==> src/rtl/id_pkg.sv <==
// Shared decode definitions for the ID stage: opcodes, ALU codes, field slices and the decode record.
package id_pkg;

    localparam int unsigned IF_ID_W = 64;
    localparam int unsigned XLEN    = 32;
    localparam int unsigned REG_AW  = 5;

    localparam int unsigned PC_HI  = 63;
    localparam int unsigned PC_LO  = 32;
    localparam int unsigned OPC_HI = 31;
    localparam int unsigned OPC_LO = 26;
    localparam int unsigned RS_HI  = 25;
    localparam int unsigned RS_LO  = 21;
    localparam int unsigned RT_HI  = 20;
    localparam int unsigned RT_LO  = 16;
    localparam int unsigned RD_HI  = 15;
    localparam int unsigned RD_LO  = 11;

    localparam logic [5:0] OP_ADD = 6'b000000;
    localparam logic [5:0] OP_SUB = 6'b000001;
    localparam logic [5:0] OP_LDI = 6'b000010;
    localparam logic [5:0] OP_SHL = 6'b000011;
    localparam logic [5:0] OP_AND = 6'b000101;
    localparam logic [5:0] OP_OR  = 6'b000110;
    localparam logic [5:0] OP_XOR = 6'b000111;
    localparam logic [5:0] OP_JMP = 6'b001000;
    localparam logic [5:0] OP_BEQ = 6'b001001;
    localparam logic [5:0] OP_MUL = 6'b001100;

    // BEQ uses ALU_SUB so EX can test the zero result; LDI passes the immediate through.
    typedef enum logic [3:0] {
        ALU_NOP  = 4'd0,
        ALU_ADD  = 4'd1,
        ALU_SUB  = 4'd2,
        ALU_AND  = 4'd3,
        ALU_OR   = 4'd4,
        ALU_XOR  = 4'd5,
        ALU_MUL  = 4'd6,
        ALU_SHL  = 4'd7,
        ALU_PASS = 4'd8
    } alu_op_e;

    typedef struct packed {
        alu_op_e         alu_op;
        logic            reads_rs;
        logic            reads_rt;
        logic            reg_write;
        logic            branch;
        logic            jump;
        logic            illegal;
        logic [XLEN-1:0] imm;
    } dec_t;

endpackage

==> src/rtl/id_regfile.sv <==
// 2-read/1-write register file with write-through reads and synchronous clear.
module id_regfile
    import id_pkg::*;
#(
    parameter int unsigned NREGS = 32
) (
    input  logic              clock,
    input  logic              reset,
    input  logic [REG_AW-1:0] raddr_a,
    input  logic [REG_AW-1:0] raddr_b,
    output logic [XLEN-1:0]   rdata_a,
    output logic [XLEN-1:0]   rdata_b,
    input  logic              wen,
    input  logic [REG_AW-1:0] waddr,
    input  logic [XLEN-1:0]   wdata
);

    logic [XLEN-1:0] mem [NREGS];

    always_ff @(posedge clock) begin
        if (!reset) begin
            mem <= '{default: '0};
        end else if (wen) begin
            mem[waddr] <= wdata;
        end
    end

    always_comb begin
        rdata_a = mem[raddr_a];
        rdata_b = mem[raddr_b];
        if (wen && waddr == raddr_a) rdata_a = wdata;
        if (wen && waddr == raddr_b) rdata_b = wdata;
    end

endmodule

==> src/rtl/instruction_decode.sv <==
// ID stage: decode, register read, RAW busy scoreboard with stall, ID/EX register.
// Optional DECODE_STATS_EN adds issue/stall/flush counters.
module instruction_decode
    import id_pkg::*;
#(
    parameter int unsigned NREGS = 32
`ifdef DECODE_STATS_EN
    ,
    parameter int unsigned CNT_W = 32
`endif
) (
    input  logic               clock,
    input  logic               reset,
    input  logic [IF_ID_W-1:0] if_id,
    input  logic               if_valid,
    input  logic               flush,
    input  logic               wb_en,
    input  logic [REG_AW-1:0]  wb_addr,
    input  logic [XLEN-1:0]    wb_data,
    output logic               stall,
    output logic               id_valid,
    output logic [XLEN-1:0]    id_pc,
    output logic [5:0]         id_opcode,
    output logic [REG_AW-1:0]  id_rd,
    output logic [XLEN-1:0]    id_rs_val,
    output logic [XLEN-1:0]    id_rt_val,
    output logic [XLEN-1:0]    id_imm,
    output logic [3:0]         id_alu_op,
    output logic               id_reg_write,
    output logic               id_branch,
    output logic               id_jump,
    output logic               id_illegal
`ifdef DECODE_STATS_EN
    ,
    output logic [CNT_W-1:0]   n_issued,
    output logic [CNT_W-1:0]   n_stalls,
    output logic [CNT_W-1:0]   n_flushes
`endif
);

    logic [XLEN-1:0]   pc;
    logic [XLEN-1:0]   instr;
    logic [5:0]        opcode;
    logic [REG_AW-1:0] rs;
    logic [REG_AW-1:0] rt;
    logic [REG_AW-1:0] rd;
    dec_t              dec;
    logic [XLEN-1:0]   rs_val;
    logic [XLEN-1:0]   rt_val;
    logic [NREGS-1:0]  busy;
    logic              haz_rs;
    logic              haz_rt;
    logic              issue;

    assign pc     = if_id[PC_HI:PC_LO];
    assign instr  = if_id[XLEN-1:0];
    assign opcode = instr[OPC_HI:OPC_LO];
    assign rs     = instr[RS_HI:RS_LO];
    assign rt     = instr[RT_HI:RT_LO];
    assign rd     = instr[RD_HI:RD_LO];

    always_comb begin
        dec        = '0;
        dec.alu_op = ALU_NOP;
        case (opcode)
            OP_ADD, OP_SUB, OP_AND, OP_OR, OP_XOR, OP_MUL: begin
                dec.reads_rs  = 1'b1;
                dec.reads_rt  = 1'b1;
                dec.reg_write = 1'b1;
                case (opcode)
                    OP_ADD:  dec.alu_op = ALU_ADD;
                    OP_SUB:  dec.alu_op = ALU_SUB;
                    OP_AND:  dec.alu_op = ALU_AND;
                    OP_OR:   dec.alu_op = ALU_OR;
                    OP_XOR:  dec.alu_op = ALU_XOR;
                    default: dec.alu_op = ALU_MUL;
                endcase
            end
            OP_SHL: begin
                dec.alu_op    = ALU_SHL;
                dec.reads_rs  = 1'b1;
                dec.reg_write = 1'b1;
                dec.imm       = {26'd0, instr[5:0]};
            end
            OP_LDI: begin
                dec.alu_op    = ALU_PASS;
                dec.reg_write = 1'b1;
                dec.imm       = {26'd0, instr[5:0]};
            end
            OP_JMP: begin
                dec.jump = 1'b1;
                dec.imm  = {{16{instr[15]}}, instr[15:0]};
            end
            OP_BEQ: begin
                dec.alu_op   = ALU_SUB;
                dec.reads_rs = 1'b1;
                dec.reads_rt = 1'b1;
                dec.branch   = 1'b1;
                dec.imm      = {{16{instr[15]}}, instr[15:0]};
            end
            default: dec.illegal = 1'b1;
        endcase
    end

    id_regfile #(.NREGS(NREGS)) u_regfile (
        .clock   (clock),
        .reset   (reset),
        .raddr_a (rs),
        .raddr_b (rt),
        .rdata_a (rs_val),
        .rdata_b (rt_val),
        .wen     (wb_en),
        .waddr   (wb_addr),
        .wdata   (wb_data)
    );

    // A same-cycle WB to a busy source is forwarded by the regfile, so it is not a hazard.
    assign haz_rs = dec.reads_rs && busy[rs] && !(wb_en && wb_addr == rs);
    assign haz_rt = dec.reads_rt && busy[rt] && !(wb_en && wb_addr == rt);
    assign stall  = if_valid && !flush && (haz_rs || haz_rt);
    assign issue  = if_valid && !stall && !flush;

    always_ff @(posedge clock) begin
        if (!reset) begin
            busy <= '0;
        end else begin
            logic [NREGS-1:0] nxt;
            nxt = busy;
            if (wb_en) nxt[wb_addr] = 1'b0;
            if (issue && dec.reg_write) nxt[rd] = 1'b1;
            busy <= nxt;
        end
    end

    always_ff @(posedge clock) begin
        if (!reset) begin
            id_valid     <= 1'b0;
            id_pc        <= '0;
            id_opcode    <= '0;
            id_rd        <= '0;
            id_rs_val    <= '0;
            id_rt_val    <= '0;
            id_imm       <= '0;
            id_alu_op    <= '0;
            id_reg_write <= 1'b0;
            id_branch    <= 1'b0;
            id_jump      <= 1'b0;
            id_illegal   <= 1'b0;
        end else begin
            id_valid <= issue;
            if (issue) begin
                id_pc        <= pc;
                id_opcode    <= opcode;
                id_rd        <= rd;
                id_rs_val    <= rs_val;
                id_rt_val    <= rt_val;
                id_imm       <= dec.imm;
                id_alu_op    <= dec.alu_op;
                id_reg_write <= dec.reg_write;
                id_branch    <= dec.branch;
                id_jump      <= dec.jump;
                id_illegal   <= dec.illegal;
            end
        end
    end

`ifdef DECODE_STATS_EN
    always_ff @(posedge clock) begin
        if (!reset) begin
            n_issued  <= '0;
            n_stalls  <= '0;
            n_flushes <= '0;
        end else begin
            if (issue) n_issued  <= n_issued + 1'b1;
            if (stall) n_stalls  <= n_stalls + 1'b1;
            if (flush) n_flushes <= n_flushes + 1'b1;
        end
    end
`endif

endmodule

==> config.mk <==
export PLATFORM = sky130hd
export DESIGN_NAME = instruction_decode
export DESIGN_NICKNAME = d
export VERILOG_FILES = /design/src/rtl/id_pkg.sv /design/src/rtl/id_regfile.sv /design/src/rtl/instruction_decode.sv
export SDC_FILE = /design/constraint.sdc
export NUM_CORES = 2
export LEC_CHECK = 0
export CORE_ASPECT_RATIO = 1.75
export CORE_MARGIN = 3
export CORE_UTILIZATION = 35
export DETAILED_ROUTE_END_ITERATION = 8
export SLEW_MARGIN = 15
export SYNTH_ARGS = -nofsm -noshare
export SYNTH_HDL_FRONTEND = slang
export SYNTH_SLANG_ARGS = --single-unit
==> constraint.sdc <==
create_clock -name clock -period 4.7 [get_ports clock]
set_input_delay 1.41 -clock clock [delete_from_list [all_inputs] [get_ports clock]]
set_output_delay 1.41 -clock clock [all_outputs]
set_load 0.05 [all_outputs]
==> results.md <==
- The flow ran to the end, and the final reports show no timing, DRC or antenna violations.
- The count of buffers inserted at the top-level ports is 254.
- The relative max-transition margin is 28.2%.
- Leaving out fill and tap cells, the most frequent cells in the layout are nand2_1, dfxtp_1, a21boi_0.
- The synthesized netlist devotes 18.6% of its cell area to compound gates.
- The tree is rooted in a clkbuf_16.
- The power density over the cells is 324 nW/µm².
- The detail route stage leaves a number of antenna-violating nets equal to 0.
- The final route contains 52,900 vias.
- After clock tree synthesis, the clock-pin slew on the worst setup and hold paths is 70 ps.
- CTS built an H-tree with a depth of 3.
- The share of total power in sequential cells is 45.6%.
- The number of buffers between clock root and the deepest sink is 3.
- Clock latency on the worst-skew pair, taken at its later pin, is 760 ps.
- The cell count after synthesis came out at 6,520.
- The initial antenna violation count was 7.
- Using the TritonRoute via totals, the vias-per-cell ratio works out to 6.01.
- The core outline area is 170,000 µm².
- Once the floorplan was initialized, standard cells occupied 35.2% of the core.
- Counting flops with a built-in enable in the synthesized netlist gives 0.
- The die boundary height is 553 µm.
- The area enclosed by the die boundary is 176,000 µm².
- The standby leakage power is 22.4 nW.
- The horizontal die dimension is 319 µm.
- The number of different library cells used by synthesis comes to 53.
- In the global route stage, overall resource usage came out at 27.5%.
- The weighted congestion at the end of routability-driven global placement is 0.892.
- The pre-antenna-repair detailed-routing pass consisted of 8 iterations.
- Global routing finished with a remaining overflow of 0.
- The net switching power of the design is 6.01 mW.
- The global routing met1 resource utilization is 32.5%.
- The largest fanout on the critical path is 2.
- The signal on the critical path passes through clkdlybuf4s50_1 -> xnor2_1 -> and2_1 -> a221o_1 -> a41oi_2 -> buf_4 -> a31o_2 -> and2_4 -> buf_12.
- The area growth from synthesis to layout is 16.1%.
- The portion of the post-synthesis area used by sequential elements is 39.7%.
- The pin count of the biggest net entering global routing is 241.
- The top-area cell type share of the netlist area is 39.7%.
- A synthesized cell averages 9.18 µm².
- The clock period could shrink to 4590 ps.
- The starting DRC count in detailed routing is 6,411.
- STA classifies the critical path endpoint as a primary output.
- Setup repair after global routing left no endpoint under its margin.
- The share of the cycle needed by the critical path after routing is 97.7%.
- The highest clock frequency the design can meet is 218 MHz.
- The part of the power in the clock network is 43.4%.
- For the worst setup path, the data required time is 3290 ps.
- The final number of hold-violating endpoints was 0.
- TritonCTS built the clock tree.
- The max-slew violation count is 0.
- The first-pass GRT wire length is 359,000 µm.
- The worst setup slack after layout is 109 ps.
- In the synthesized netlist the dominant register cell turns out to be dfxtp_1.
- The estimated wirelength of the detail-placed design is 150,000 µm.
- The cell area that synthesis handed to floorplanning was 59,900 µm².
- The dominant combinational cell family by area after synthesis is multiplexers.
- The global-route layer with the greatest usage is met2.
- The met2 capacity usage during global routing is 44.5%.
- Wires add up to 250,000 µm.
- The biggest area contributor in the post-synthesis netlist is dfxtp_1.
- The cell family contributing the most delay on the critical path is buffers and inverters.
- Of the total synthesized cell area, the portion taken by AND, OR, NAND and NOR gates is 16.2%.
- Setup violations remaining at the end of the flow were counted as 0.
- The total clock sinks is 1,188.
- After Yosys synthesis, XOR and XNOR cells account for 0.176% of the synthesized area.
- The class of the most critical hold timing path is flip-flop to flip-flop.
- Net switching is 26.7% of the power.
- The internal portion of the total power is 16.5 mW.
- The share of final-layout standard cells stronger than drive strength 1 is 17.1%.
- The total clock buffers created by CTS is 110.
- The startpoint kind of the worst setup timing path is an input port.
- The setup path with the least slack is of type input port to primary output.
- The pin slew with the least headroom to its limit is 1070 ps.
- Measured on the finished design, the core utilization comes to 40.9%.
- The critical-path cell with the highest stage delay is clkdlybuf4s50_1.
- After the last flow step, the layout net total stands at 6,577.
- By area the synthesized netlist is led by dfxtp_1, mux4_2, nand2_1.
- The number of primary I/O pins is 255.
- Combinational logic burns 11.0% of the power.
- The number of global-route vias before repair is 51,500.
- The largest vdd supply drop is 285 µV.
- In the routed design, unresolved DRC markers number 0.
- Dividing the detail-routed wire length by the instance count gives 28.5 µm.
- The worst path arrival time is 3180 ps.
- The floorplan has 200 rows.
- Across the run, the number of max-cap violations was 0.
- The number of warnings printed during yosys synthesis is 0.
- The finished layout holds 8,791 standard cells, fillers aside.
- Of the post-synthesis cell area, the part taken by muxes is 20.4%.
- The number of buffer and inverter stages on the critical path is 3.
- The instance count after placement with tap cells included is 8,577.
- The share of synthesized registers carrying an async set or reset is 0%.
- The commonest non-fill, non-tap cell in the layout is nand2_1.
- Synthesis produced a netlist with a net count of 6,626.
- The setup slack after placement is -259 ps.
- The flip-flop and latch count after synthesis is 1,188.
- In the global route stage, met3 resource usage came out at 5.78%.
- Of the total synthesized cell area, the portion taken by full adders, half adders and majority gates is 0%.
- The final setup skew is 41.2 ps.
- The largest single stage delay on the critical path is 430 ps.
## layout make-up
cell class,count,area [µm²]
Timing Repair Buffer,558,5490
Antenna cell,4,10.0
Tap cell,2222,2780
Multi-Input combinational cell,4613,33600
Clock inverter,53,686
Clock buffer,153,3160
Sequential cell,1188,23800
Fill cell,16300,100000
## tightest hold or removal path, cell delays in order, from the launching register on
cell and delay [ps]:
dfxtp_1 310, nand2_1 50, o21ai_0 60
## power by group through the flow
stage	registers [mW]	logic [mW]	clock network (mW)
finish	10.3	2.48	9.78
global route	10.3	2.59	10.2
CTS	10.3	2.44	9.87
detailed placement	10.5	2.44	0
global placement	10.5	2.44	0
floorplan	10.7	1.26	0
## synthesized netlist by cell type, drive strengths merged (3+ instances only)
library cell and number:
nor2 57, o211ai 3, mux2i 52, or3 3
o21ai 128, xnor2 3, nor3b 4, clkbuf 565
nand2b 8, nand4 3, a21boi 1024, o22a 32
or2 6, nand2 2169, o221ai 32, and3 5
nor2b 8, or3b 3, xor2 9, nand3b 9
buf 154, mux4 517, and3b 3, a22oi 4
a21oi 102, dfxtp 1188, nor4 66, a31o 7
nor3 3, o41ai 32, and2 9, nand3 101
o22ai 193
## metrics by stage
step	TNS (ps)	cell area, µm²	total power, mW	hold WS, ps
detailed placement	-259	65500	12.9	451
global route	0	69500	23.1	481
floorplan	0	59900	12.0	450
global placement	-274	65500	12.9	445
CTS	0	69400	22.6	461
finish	0	69500	22.5	455
## worst paths after layout
| check | end | startpoint | cells past startpoint | slack [ps] |
|---|---|---|---|---|
| min reg2reg | id_pc[11] | id_pc[11] | 2 | 460 |
| min | id_pc[11] | id_pc[11] | 2 | 460 |
| max reg2reg | id_imm[9] | busy[1] | 9 | 2120 |
| max | stall | wb_addr[0] | 9 | 110 |
## cells by family (layout without fill, tap and decap cells)
| kind of cell | Yosys count | in the layout |
|---|---|---|
| AOI/OAI and AO/OA | 1571 | 1571 |
| xor gates and xnor gates | 12 | 12 |
| buffers and inverters | 719 | 764 |
| DFF | 1188 | 1188 |
| muxes | 571 | 571 |
| other | 0 | 4 |
| and+or+nand+nor | 2459 | 2459 |
## timing repair
item / 4_1_cts / 5_1_grt
resized for setup: 23 / 15
cloned: 0 / 1
setup buffers: 2 / 1
setup endpoints to repair: 1 / 1
pin swaps: 6 / 3
hold buffers: 0 / 0
## sequential cells by signal, indices dropped and copies added (netlist names)
name	count
id_alu_op	4
id_reg_write	1
busy	32
id_imm	16
id_opcode	6
id_branch	1
id_rd	5
id_jump	1
id_pc	32
id_rt_val	32
id_valid	1
id_illegal	1
u_regfile.mem	1024
id_rs_val	32
## metal layers
layer  routed length, µm  vias up  share of wire [%]
met5                  41        -              0.016
met4               19700        6                7.9
met3               23000      948                9.2
met2              116000     3157                 46
met1               91200    25900                 36
li1                    -    22800                  -
(Power assumes the default switching activity.)
